--- src/rtl/set_job_issuer.sv ---
// Host-side job issuer for the SET coverage counter: one job in flight.
// Define SET_TIMEOUT_EN to abort a job after TIMEOUT cycles without SET valid.
module set_job_issuer #(
  parameter int TIMEOUT = 80,
  parameter int CNT_W   = 16
) (
  input  logic             clk,
  input  logic             rst_n,
  input  logic             job_valid,
  output logic             job_ready,
  input  logic [23:0]      job_central,
  input  logic [11:0]      job_radius,
  input  logic [1:0]       job_mode,
  output logic             set_en,
  output logic [23:0]      set_central,
  output logic [11:0]      set_radius,
  output logic [1:0]       set_mode,
  input  logic             set_busy,
  input  logic             set_valid,
  input  logic [7:0]       set_cand,
  output logic             res_valid,
  input  logic             res_ready,
  output logic [7:0]       res_data,
  output logic             res_err,
  output logic [CNT_W-1:0] done_cnt
);

  typedef enum logic [1:0] {
    IDLE,
    ISSUE,
    WAIT,
    RESP
  } state_e;

  if (TIMEOUT < 2) begin : g_bad_timeout
    $error("TIMEOUT must be at least 2");
  end

  state_e           state_q;
  logic             en_q;
  logic [23:0]      central_q;
  logic [11:0]      radius_q;
  logic [1:0]       mode_q;
  logic             rvalid_q;
  logic [7:0]       rdata_q;
  logic [CNT_W-1:0] done_q;
  logic             accept;

`ifdef SET_TIMEOUT_EN
  localparam int TW = $clog2(TIMEOUT + 1);
  logic [TW-1:0] timer_q;
  logic          err_q;
  assign res_err = err_q;
`else
  assign res_err = 1'b0;
`endif

  assign job_ready   = (state_q == IDLE) & ~set_busy;
  assign accept      = job_valid & job_ready;
  assign set_en      = en_q;
  assign set_central = central_q;
  assign set_radius  = radius_q;
  assign set_mode    = mode_q;
  assign res_valid   = rvalid_q;
  assign res_data    = rdata_q;
  assign done_cnt    = done_q;

  always_ff @(posedge clk or negedge rst_n) begin
    if (!rst_n) begin
      state_q   <= IDLE;
      en_q      <= 1'b0;
      central_q <= '0;
      radius_q  <= '0;
      mode_q    <= '0;
      rvalid_q  <= 1'b0;
      rdata_q   <= '0;
      done_q    <= '0;
`ifdef SET_TIMEOUT_EN
      timer_q   <= '0;
      err_q     <= 1'b0;
`endif
    end else begin
      en_q <= 1'b0;
      unique case (state_q)
        IDLE: begin
          if (accept) begin
            central_q <= job_central;
            radius_q  <= job_radius;
            mode_q    <= job_mode;
            en_q      <= 1'b1;
            state_q   <= ISSUE;
          end
        end
        ISSUE: begin
          state_q <= WAIT;
`ifdef SET_TIMEOUT_EN
          timer_q <= '0;
`endif
        end
        WAIT: begin
          // A set_valid in the final timer cycle still wins.
          if (set_valid) begin
            rdata_q  <= set_cand;
            rvalid_q <= 1'b1;
            state_q  <= RESP;
`ifdef SET_TIMEOUT_EN
            err_q    <= 1'b0;
          end else if (timer_q == TW'(TIMEOUT - 1)) begin
            rdata_q  <= '0;
            err_q    <= 1'b1;
            rvalid_q <= 1'b1;
            state_q  <= RESP;
          end else begin
            timer_q  <= timer_q + 1'b1;
`endif
          end
        end
        RESP: begin
          if (res_ready) begin
            rvalid_q <= 1'b0;
            done_q   <= done_q + CNT_W'(1);
            state_q  <= IDLE;
          end
        end
        default: state_q <= IDLE;
      endcase
    end
  end

endmodule

--- config.mk ---
export PLATFORM = sky130hd
export DESIGN_NAME = set_job_issuer
export DESIGN_NICKNAME = d
export VERILOG_FILES = /design/src/rtl/set_job_issuer.sv
export SDC_FILE = /design/constraint.sdc
export NUM_CORES = 1
export LEC_CHECK = 0
export ABC_CLOCK_PERIOD_IN_PS = 3300
export CAP_MARGIN = 20
export CELL_PAD_IN_SITES_DETAIL_PLACEMENT = 1
export CELL_PAD_IN_SITES_GLOBAL_PLACEMENT = 1
export CORE_ASPECT_RATIO = 1.1
export CORE_MARGIN = 2
export CORE_UTILIZATION = 35
export CTS_CLUSTER_DIAMETER = 100
export DETAILED_ROUTE_END_ITERATION = 16
export GPL_TIMING_DRIVEN = 0
export HOLD_SLACK_MARGIN = 0.05
export PLACE_DENSITY = 0.88
export SLEW_MARGIN = 40
export SYNTH_ARGS = -nofsm -noshare
export SYNTH_HDL_FRONTEND = slang
export SYNTH_SLANG_ARGS = --single-unit
--- constraint.sdc ---
create_clock -name clk -period 3.3 [get_ports clk]
set_input_delay 0.99 -clock clk [delete_from_list [all_inputs] [get_ports clk]]
set_output_delay 0.99 -clock clk [all_outputs]
set_load 0.01 [all_outputs]
==> run metrics <==
status complete, no violations; FF-to-FF setup slack about 1300 ps; CP startpoint kind input pin; cell taking the most area after synthesis dfrtp_1; clock skew about 14 ps; worst IR drop on VDD ~420 uV; max-slew violations 0; fmax approximately 0.33 GHz; WS Path Type in -> out; router iterations before antenna repair 4; Via density 4.68; first-pass GRT wire length 10,000 um; cell internal pwr ~2.4 mW; initial antenna violation count 0; clock power share 19.2%; Root Buffer Master clkbuf_8; CP Max Fanout 2; CTS tree yes; Post-synth EDFFs 0; Initial Util 35.7%; Setup Fix Bufs, Post-CTS 0; core area around 7300 um2; #FFs+latches synth 66; H-tree lvl count 3; Clock Sinks 66; Avg Inst Size Synth 14.7 um2; fraction of layout cells with a size suffix above 1 a little under a quarter; GR Util All Layers between 10% and 20%; ys flop type dfrtp_1; Place WS roughly 230 ps; kind of end point of the critical path output pin; Post-synth ARST share between 90% and 100%; Vias around 1,900; TNS Setup 0 ps; sw frac 29.7%; yosys warns 0; Seq pwr share 38.6%; RePlAce Congestion 0.702; Worst Max-Slew Pin Slew between 500 and 600 ps; final-report hold violation count 0; CTS max path bufs 2; Synth Cell Area between 2000 and 3000 um2; top cell type's share of synthesized area roughly 63%; Post-DP HPWL 4760 um; cts repair resizes 0; critical path arrival 2080 ps; io pins 118; Layout area overhead 56.4%; Die ar. about 8200 um2; Detail Route Antenna Nets 0; PortBufs between 100 and 150; ranking of synthesized cells by area dfrtp_1 63%, mux2_2 20%, xnor2_1 4.0%, ha_1 2.4%, nand2_1 1.6%; row count 33; post-layout util about 56%; NetSw just over 1 mW; CTS Buf Count 9; Synth Instances ~180; cts hold-fix bufs 0; Clock transition at path regs roughly 70 ps; Final Worst Setup Slack 227 ps; clock insertion delay at the later pin of the skew report about 340 ps; DRC violations left 0; # Max-Cap Violations 0; wire per inst 15.8 um; DRT iter0 DRCs 51; final setup violation count 0; die width roughly 87 um; Req. time, crit path around 2300 ps; Seq/Total Area, Yosys 63.0%; antenna cells 0; die height ~95 um; Post-Route WL ~6300 um; syn_nets ~240; Worst Hold Class reg -> reg; combinational share of power around 42%; Tot Pwr approximately 3.5 mW; RSZ-0062 raised after global routing no; grt ovf 0; power density over cell area 844 nW/um2; Layout Nets 364; Hold Slack around 470 ps; largest net degree at the start of global routing 44; max_slew headroom approximately two thirds; LEAKAGE approximately 1.8 nW; Netlist cell types 23; Final period util 93.1%; fin crit period slightly above 3000 ps; vias in the first global route between 1,500 and 2,000
==> routing by layer <==
metal | up-vias | part of all wire, % | track usage (%)
met5 | - | 0 | 0
met4 | 0 | 2.6 | 7.42
met3 | 12 | 6.3 | 5.16
met2 | 70 | 54 | 28.5
met1 | 911 | 38 | 17.8
li1 | 869 | - | -
==> synth_stat cells (2+ instances only) <==
master	number
nand2_1	11
nand4_1	5
buf_2	4
mux2_2	47
dfrtp_1	66
xor2_1	3
nor2_1	4
inv_1	6
xnor2_1	12
nand3_1	3
ha_1	5
nor3_1	2
==> cell families (layout without fill, tap and decap cells) <==
kind of cell / Yosys count / in the layout / share of synthesized area, %
buf+inv: 11 / 143 / 1.91
compound gates: 3 / 3 / 0.906
other cells: 1 / 1 / 0.143
simple gates: 29 / 29 / 5.68
fa+ha+maj: 5 / 5 / 2.39
flops: 66 / 66 / 63.0
xor+xnor: 15 / 15 / 5.01
mux: 49 / 49 / 21.0
==> stage by stage <==
stage	cells	area [um2]
6_report	398	4100
5_1_grt	398	4100
4_1_cts	398	4100
3_5_place_dp	383	3910
3_3_place_gp	382	3890
2_1_floorplan	179	2620
==> critical path, cell delays in order <==
cell	delay, ps
clkdlybuf4s50_1	440
nor2b_4	120
clkdlybuf4s50_1	530
==> flip-flops by register name, summed over array words and instances, names as in the netlist <==
name         cells
res_valid        1
state_q          2
set_mode         2
set_central     24
done_cnt        16
set_radius      12
res_data         8
set_en           1
==> layout by cell type (no fill, tap or decap), drive strengths merged, types with 5 or more instances in the layout <==
cell type and instances:
inv 6, clkbuf 10, clkdlybuf4s50 115, mux2 48, buf 7, ha 5, xnor2 12, nand2 11
nand4 5, dfrtp 66
==> power by group through the flow <==
stage / clock network, mW / logic [mW] / registers (mW)
after floorplan: 0 / 0.470 / 1.49
after global placement: 0 / 1.43 / 1.33
after detailed placement: 0 / 1.47 / 1.36
after CTS: 0.690 / 1.49 / 1.34
after global routing: 0.722 / 1.56 / 1.39
final: 0.666 / 1.46 / 1.34
==> path summary, 6_finish.rpt <==
check	end	cells past startpoint	startpoint
worst max-delay path	job_ready	3	set_busy
worst min-delay path	done_cnt[15]$_DFFE_PN0P_	1	done_cnt[15]$_DFFE_PN0P_
worst max register to register	set_radius[0]$_DFFE_PN0P_	7	state_q[1]$_DFFE_PN0P_
worst min register to register	done_cnt[15]$_DFFE_PN0P_	1	done_cnt[15]$_DFFE_PN0P_
max in group asynchronous	set_radius[1]$_DFFE_PN0P_	2	rst_n
min in group asynchronous	done_cnt[8]$_DFFE_PN0P_	1	rst_n
==> area by class of cell <==
type                       count  area [um2]
fill                         747        3250
sequential                    66        1650
timing repair buffer         117        1180
multi-input combinational    102         921
clock buffer                  10         138
tap                           87         109
clock inverter                 5        55.1
buffer                         5        27.5
inverter                       6        22.5
(Power assumes the default switching activity.)
